[config.mk]
export PLATFORM = sky130hd
export DESIGN_NAME = stream_mux_rr
export DESIGN_NICKNAME = d
export VERILOG_FILES = /design/src/rtl/stream_mux_rr.sv
export SDC_FILE = /design/constraint.sdc
export NUM_CORES = 1
export LEC_CHECK = 0
export BUFFER_PORTS_ARGS = -buffer_cell sky130_fd_sc_hd__buf_2
export CORE_MARGIN = 2
export CORE_UTILIZATION = 45
export CTS_CLUSTER_SIZE = 12
export DETAILED_ROUTE_END_ITERATION = 8
export GPL_TIMING_DRIVEN = 0
export HOLD_SLACK_MARGIN = 0.06
export PLACE_DENSITY = 0.86
export SYNTH_ARGS = -nofsm -noshare
export SYNTH_HDL_FRONTEND = slang
export SYNTH_SLANG_ARGS = --single-unit
[constraint.sdc]
create_clock -name clk -period 5 [get_ports clk]
set_input_delay 0.25 -clock clk [delete_from_list [all_inputs] [get_ports clk]]
set_output_delay 0.25 -clock clk [all_outputs]
set_load 0.01 [all_outputs]
[src/rtl/stream_mux_rr.sv]
// stream_mux_rr
// Registered N-channel stream multiplexer with a valid/ready handshake on
// every input channel and on the single output. The channel is picked either
// by an explicit select or by round-robin among the valid channels. One output
// beat is held in a register so back-pressure never corrupts data.

module stream_mux_rr #(
    parameter int width  = 4,
    parameter int chn    = 4,
    parameter int swidth = 2
) (
    input  logic                   clk,
    input  logic                   rst,
    input  logic [chn*width-1:0]   i,
    input  logic [chn-1:0]         i_valid,
    output logic [chn-1:0]         i_ready,
    input  logic                   mode,
    input  logic [swidth-1:0]      sel,
    output logic [width-1:0]       o,
    output logic [swidth-1:0]      o_ch,
    output logic                   o_valid,
    input  logic                   o_ready
);

    logic [width-1:0]  o_q, o_d;
    logic [swidth-1:0] o_ch_q, o_ch_d;
    logic              o_valid_q, o_valid_d;
    logic [swidth-1:0] ptr_q, ptr_d;

    logic              grant_valid;
    logic [swidth-1:0] grant_idx;
    logic [width-1:0]  grant_data;
    logic              slot_free;
    logic              take;
    int                scan_off;
    int                best_off;

    // Pick the channel to serve this cycle: the selected one in fixed mode, or
    // the valid channel closest at or after the round-robin pointer otherwise.
    always_comb begin
        grant_valid = 1'b0;
        grant_idx   = '0;
        scan_off    = 0;
        best_off    = chn;
        if (!mode) begin
            for (int k = 0; k < chn; k++) begin
                if ((int'(sel) == k) && i_valid[k]) begin
                    grant_valid = 1'b1;
                    grant_idx   = swidth'(k);
                end
            end
        end else begin
            for (int k = 0; k < chn; k++) begin
                if (i_valid[k]) begin
                    scan_off = (k + chn - int'(ptr_q)) % chn;
                    if (scan_off < best_off) begin
                        best_off    = scan_off;
                        grant_valid = 1'b1;
                        grant_idx   = swidth'(k);
                    end
                end
            end
        end
    end

    // Route the granted channel's data and form the one-hot accept strobe.
    always_comb begin
        grant_data = '0;
        i_ready    = '0;
        slot_free  = !o_valid_q || o_ready;
        take       = !rst && slot_free && grant_valid;
        for (int k = 0; k < chn; k++) begin
            if (swidth'(k) == grant_idx) begin
                grant_data = i[k*width +: width];
                i_ready[k] = take;
            end
        end
    end

    // Next state of the output holding register and round-robin pointer.
    always_comb begin
        o_d       = o_q;
        o_ch_d    = o_ch_q;
        o_valid_d = o_valid_q;
        ptr_d     = ptr_q;
        if (take) begin
            o_d       = grant_data;
            o_ch_d    = grant_idx;
            o_valid_d = 1'b1;
            if (mode) begin
                if (int'(grant_idx) == chn - 1) begin
                    ptr_d = '0;
                end else begin
                    ptr_d = swidth'(int'(grant_idx) + 1);
                end
            end
        end else if (o_valid_q && o_ready) begin
            o_valid_d = 1'b0;
        end
    end

    // State registers with synchronous reset; a held beat is dropped on reset.
    always_ff @(posedge clk) begin
        if (rst) begin
            o_q       <= '0;
            o_ch_q    <= '0;
            o_valid_q <= 1'b0;
            ptr_q     <= '0;
        end else begin
            o_q       <= o_d;
            o_ch_q    <= o_ch_d;
            o_valid_q <= o_valid_d;
            ptr_q     <= ptr_d;
        end
    end

    assign o       = o_q;
    assign o_ch    = o_ch_q;
    assign o_valid = o_valid_q;

endmodule

Yosys cells after proc, flatten, opt, wreduce, memory -nomap -nowiden
Cells that the tools add are included.
W data, S select, Z words.
{"block": "classes", "n_addsub": 5, "eq_ne": 7, "n_mul": 0, "reduce_logical": 18, "div": 0, "muxes": 43, "bitwise_logic": 4, "shifts": 0, "order_cmp": 4}
{"op": "$mux W32", "n": 9}
{"op": "$lt A3 B32 Y1", "n": 3}
{"op": "$mux W1", "n": 22}
{"op": "$mux W2", "n": 8}
{"op": "$mux W4", "n": 4}
{"op": "$sub A3 B2 Y4 const A", "n": 4}
{"op": "$reduce_or A2 Y1", "n": 4}
{"op": "$logic_and A1 B1 Y1", "n": 7}
{"op": "$and A1 B1 Y1", "n": 4}
{"op": "$eq A2 B1 Y1 const B", "n": 2}
{"op": "$eq A2 B2 Y1 const A", "n": 2}
{"op": "$eq A2 B2 Y1 const B", "n": 2}
{"op": "$logic_not A2 Y1", "n": 2}
{"op": "$lt A3 B4 Y1 const B", "n": 1}
{"op": "$add A2 B1 Y2 const B", "n": 1}
{"op": "$eq A1 B2 Y1 const A", "n": 1}
{"op": "$logic_not A1 Y1", "n": 2}
{"op": "$reduce_and A2 Y1", "n": 1}
{"op": "$reduce_bool A2 Y1", "n": 1}
{"op": "$logic_or A1 B1 Y1", "n": 1}
{"block": "totals", "memories": 0, "in_bits": 26, "latchBits": 0, "romBits": 0, "out_inout_bits": 11, "word_cells": 85, "ram_bits": 0, "reg_bits": 9}

Depth between registers and ports, before layout
{"block": "logic_depth", "ltp_word": 24, "mapped_depth": 21, "depth_no_buf": 20}

Least setup slack after synthesis
No wires, ideal clock.
{"block": "synth_timing", "path_type": "register -> register", "from": "reg ptr_q[0]", "to": "reg o_q[2] (netlist: o[2])", "n_path_buf": 0, "stages_incl_launch_ff": 19, "period_less_slack_ns": 3.492, "setup_slack_ns": 1.508, "setup_ns": 0.073, "t_required_ns": 4.927, "arrival_ns": 3.419, "path_cell_list": "dfxtp_1 -> nor2b_1 -> a32oi_1 -> ha_1 -> o22ai_1 -> o21ai_0 -> o21ai_0 -> ha_1 -> and4b_1 -> a22oi_2 -> o221ai_2 -> a21oi_1 -> inv_1 -> ha_1 -> nand3b_1 -> a21oi_1 -> a21oi_1 -> o211a_1 -> nor3_2"}
{"block": "synth_via", "elab_chain_cells": 24, "elab_cells_between_ends": 50, "classes_between": "add/sub: 4; order compare: 4; eq/ne: 3; mux: 29; bitwise: 4; reduce/logical: 6"}
{"item": "from (decl)", "line": "28", "rtl": "logic [swidth-1:0] ptr_q, ptr_d;"}
{"item": "from (signal assigned)", "line": "113", "rtl": "ptr_q <= ptr_d;"}
{"item": "$sub A3 B2 Y4", "line": "55", "rtl": "scan_off = (k + chn - int'(ptr_q)) % chn;"}
{"item": "$reduce_or A2 Y1 (no source line)"}
{"item": "$and A1 B1 Y1 (no source line)"}
{"item": "$lt A3 B4 Y1", "line": "56", "rtl": "if (scan_off < best_off) begin"}
{"item": "$mux W32", "line": "56"}
{"item": "$mux W32", "line": "54", "rtl": "if (i_valid[k]) begin"}
{"item": "$mux W32", "line": "45", "rtl": "if (!mode) begin"}
{"item": "$lt A3 B32 Y1", "line": "56"}
{"item": "[... 7 more ...]"}
{"item": "$lt A3 B32 Y1", "line": "56"}
{"item": "$mux W2", "line": "56"}
{"item": "$mux W2 (*)", "line": "54"}
{"item": "$mux W2 (*)", "line": "45"}
{"item": "named net grant_idx[0]", "line": "31", "rtl": "logic [swidth-1:0] grant_idx;"}
{"item": "$logic_not A2 Y1", "line": "73", "rtl": "if (swidth'(k) == grant_idx) begin"}
{"item": "$mux W4 (3 in series)", "line": "73"}
{"item": "$mux W4 (*)", "line": "73"}
{"item": "to (signal assigned)", "line": "105", "rtl": "o_q <= '0;"}
{"item": "to (signal assigned)", "line": "110", "rtl": "o_q <= o_d;"}
{"item": "to (decl)", "line": "25", "rtl": "logic [width-1:0] o_q, o_d;"}
Mark *: on every way through the listed nets, which the timed path passes. The rest lies on a longest branch. The select of a mux whose other input is x is not followed.
A chain may end at the register's enable or synchronous reset.

Final worst setup path
{"block": "layout_timing", "from": "reg ptr_q[0]", "to": "out i_ready[3]"}
{"block": "layout_via", "elab_chain_cells": 21, "elab_cells_between_ends": 44, "classes_between": "add/sub: 4; order compare: 4; eq/ne: 1; mux: 26; bitwise: 4; reduce/logical: 5"}
{"item": "$sub A3 B2 Y4", "line": "55"}
{"item": "$reduce_or A2 Y1 (no source line)"}
{"item": "$and A1 B1 Y1 (no source line)"}
{"item": "$lt A3 B4 Y1", "line": "56"}
{"item": "$mux W32", "line": "56"}
{"item": "$mux W32", "line": "54"}
{"item": "$mux W32", "line": "45"}
{"item": "$lt A3 B32 Y1", "line": "56"}
{"item": "[... 6 more ...]"}
{"item": "$mux W32", "line": "45"}
{"item": "$lt A3 B32 Y1", "line": "56"}
{"item": "$mux W2", "line": "56"}
{"item": "$mux W2 (*)", "line": "54"}
{"item": "$mux W2 (*)", "line": "45"}
{"item": "named net grant_idx[0]", "line": "31"}
{"item": "$eq A2 B2 Y1 (*)", "line": "73"}
{"item": "$mux W1 (*)", "line": "73"}
{"item": "to (decl)", "line": "16", "rtl": "output logic [chn-1:0] i_ready,"}
Marks and branches as above.

==> results.yml <==
outcome:
  status: "finished, final reports clean"
drt:
  num_vias: 910
  maxUsedRoutingLayer: "met3"
  dr.first_iter.drc_count: 7
  drt_first_pass_iters: 4
  routed_wl_um: 2040
  route.met3.wl_um: 149
  via_per_inst: 5.42
  remaining_drc_errors: 0
  drt-met1-wl_um: 875
  route.met2.wl_um: 1010
  routedWlPerCell_um: 12.1
  ant_nets: 0
layout:
  n_antenna_cell: 0
  drive_above_1_share_pct: 30.8
  area_growth_pct: 28.6
  fill_cells: 165
  stdcell_count: 168
  stdcell_area_sq_um: 1050
  final_nets: 176
  ff_latch_area_sq_um: 180
  multi_input_area_sq_um: 578
hold_path:
  hold_path.class: "in -> reg"
timing:
  tightest_slew_ns: 0.442
  hold_viol_final: 0
  max_freq_ghz: 0.235
  rsz0062_at_grt: "false"
  finClkSkew_ns: 0.000521
  tns_ns: 0
  final-setup-viol-count: 0
  maxSlewViolCount: 0
  post-route-min-period_ns: 4.26
  fin_crit_sh_pct: 85.2
  slew_headroom_pct: 70.6
critical_path:
  cp-start-kind: "register"
  cp.arrival_ns: 4.01
  crit_path_end_kind: "primary output"
  crit_fanout: 10
  critPathKind: "reg -> out"
  cp.required_ns: 4.75
clock_network:
  cts_tree: "yes"
  cts_hold_buffers: 0
  insertion_delay_ns: 0.25
  cts_resized: 0
  clock_path_buffers: 2
  htreeDepth: 1
  numCtsBuffers: 3
  cts_sinks: 9
  clkTransAtPathRegs_ns: 0.06
  postCtsSetupRepairBufs: 0
  cts-root-buf: "clkbuf_4"
floorplanning:
  initial_core_util_pct: 47.7
  dieArea_sq_um: 2170
  core_sq_um: 1710
  die_y_um: 46.5
  fp.dieW_um: 46.5
  rows: 15
  io_pins: 37
yosys:
  ys_seq_area_share_pct: 22.1
  yosysWarningCount: 0
  yosys_register_bits: 9
  syn_area_sq_um: 815
  yosysUniqueCellTypes: 38
  avgSynthCellArea_sq_um: 7.83
  synthFlopType: "dfxtp_1"
  synth_fp_nets: 136
  synth_edf_count: 0
  synthCells: 104
  ys_async_sr_fraction_pct: 0
global_route:
  grt_max_degree: 11
  grt_overflow: 0
  antenna_found_initial: 0
  first_global_vias: 821
  grt_pass1_wl_um: 3240
  grt_usage_pct: 20.0
pwr:
  power.density_nw_per_um2: 280
  p_leak_nw: 0.499
  ir_worst_vdd_mv: 0.134
place:
  place_congestion: 0.753
  placed_cell_area_sq_um: 1020
  port_buffers: 35
  dp.cells: 164
  dp_hpwl_um: 1630
flow_run:
  drv_cap: 0
==> kinds of logic (layout without fill, tap and decap cells) <==
kind of cell / count (synthesis) / in the layout / share of synthesized area, %
DFF: 9 / 9 / 22.1
AOI/OAI and AO/OA: 27 / 27 / 24.6
and+or+nand+nor: 46 / 46 / 31.2
adders and majority gates: 6 / 6 / 9.22
muxes: 4 / 4 / 4.92
buffers and inverters: 11 / 50 / 6.91
xor gates and xnor gates: 1 / 1 / 1.08
==> cell usage in the layout, fill, tap and decap left out, drive strengths merged, types with 2 or more instances in the layout <==
cell / instances
buf: 38
nor2: 9
dfxtp: 9
nor3: 9
nor2b: 7
inv: 6
ha: 6
a21oi: 6
clkbuf: 6
nand2: 5
mux2i: 4
and2: 4
a211oi: 4
o21ai: 4
nand2b: 3
nand3b: 3
a221oi: 3
a22oi: 2
==> critical path: stages (launching register included) <==
cell	delay (ns)
dfxtp_1	0.47
nor2b_1	0.21
a32oi_1	0.14
ha_1	0.29
o22ai_1	0.26
o21ai_0	0.23
o21ai_0	0.21
ha_1	0.19
and4b_1	0.22
a22oi_2	0.19
o221ai_2	0.13
a21oi_1	0.36
inv_1	0.11
ha_1	0.20
clkbuf_1	0.21
and2_1	0.19
buf_2	0.13
==> final cells by class <==
cell class	instances	share of cell area (%)
multi-input combinational	84	55.2
timing repair buffer	35	16.7
clock buffer	4	2.51
buffer	5	3.23
inverter	6	2.15
sequential	9	17.2
tap	25	2.99
==> report_power, final <==
part / switching, W / leakage [nW] / total, W / internal [W]
clock: 0.0000235 / 0.0150 / 0.0000541 / 0.0000306
combinational: 0.0000813 / 0.409 / 0.000149 / 0.0000672
sequential: 0.00000826 / 0.0746 / 0.0000909 / 0.0000827
==> metrics by stage <==
step	power, W	hold WS, ns	setup slack (ns)	util (%)
6_report	0.000294	0.343	0.739	61.3
5_1_grt	0.000319	0.383	0.357	61.3
4_1_cts	0.000295	0.349	0.746	61.3
3_5_place_dp	0.000241	0.483	0.903	59.8
3_3_place_gp	0.000233	0.477	1.16	59.8
2_1_floorplan	0.000195	0.486	1.51	-
==> cells in the mapped netlist (all sizes together) (2+ instances only) <==
master  instances  share of area [%]
nor2            9                4.1
buf             3                3.2
mux2i           4                4.9
inv             6                2.8
nor3            9                6.1
clkbuf          2               0.92
nor2b           7                5.4
nand2b          3                2.3
dfxtp           9                 22
and2            4                3.1
a211oi          4                3.7
a22oi           2                2.5
a21oi           6                4.1
a221oi          3                3.2
ha              6                9.2
nand2           5                2.3
o21ai           4                2.5
nand3b          3                2.8
==> registers in the layout, indices dropped and copies added, names as in the netlist <==
register,flops
o,4
o_ch,2
o_valid,1
ptr_q,2
==> metal layers <==
layer / GRT usage (%) / up-vias
li1: - / 461
met1: 22.1 / 418
met2: 39.7 / 31
met3: 2.35 / 0
met4: 4.00 / 0
met5: 0 / -
==> worst paths after layout <==
| path | from | to | slack (ns) | depth (start not counted) |
|---|---|---|---|---|
| setup / recovery | ptr_q[0] | i_ready[3] | 0.74 | 16 |
| hold / removal | i[13] | o[1] | 0.34 | 3 |
| setup reg to reg | ptr_q[0] | o[0] | 0.86 | 18 |
| hold reg to reg | o[3] | o[3] | 0.49 | 2 |
Note: power is estimated with default switching activity, not from simulation.
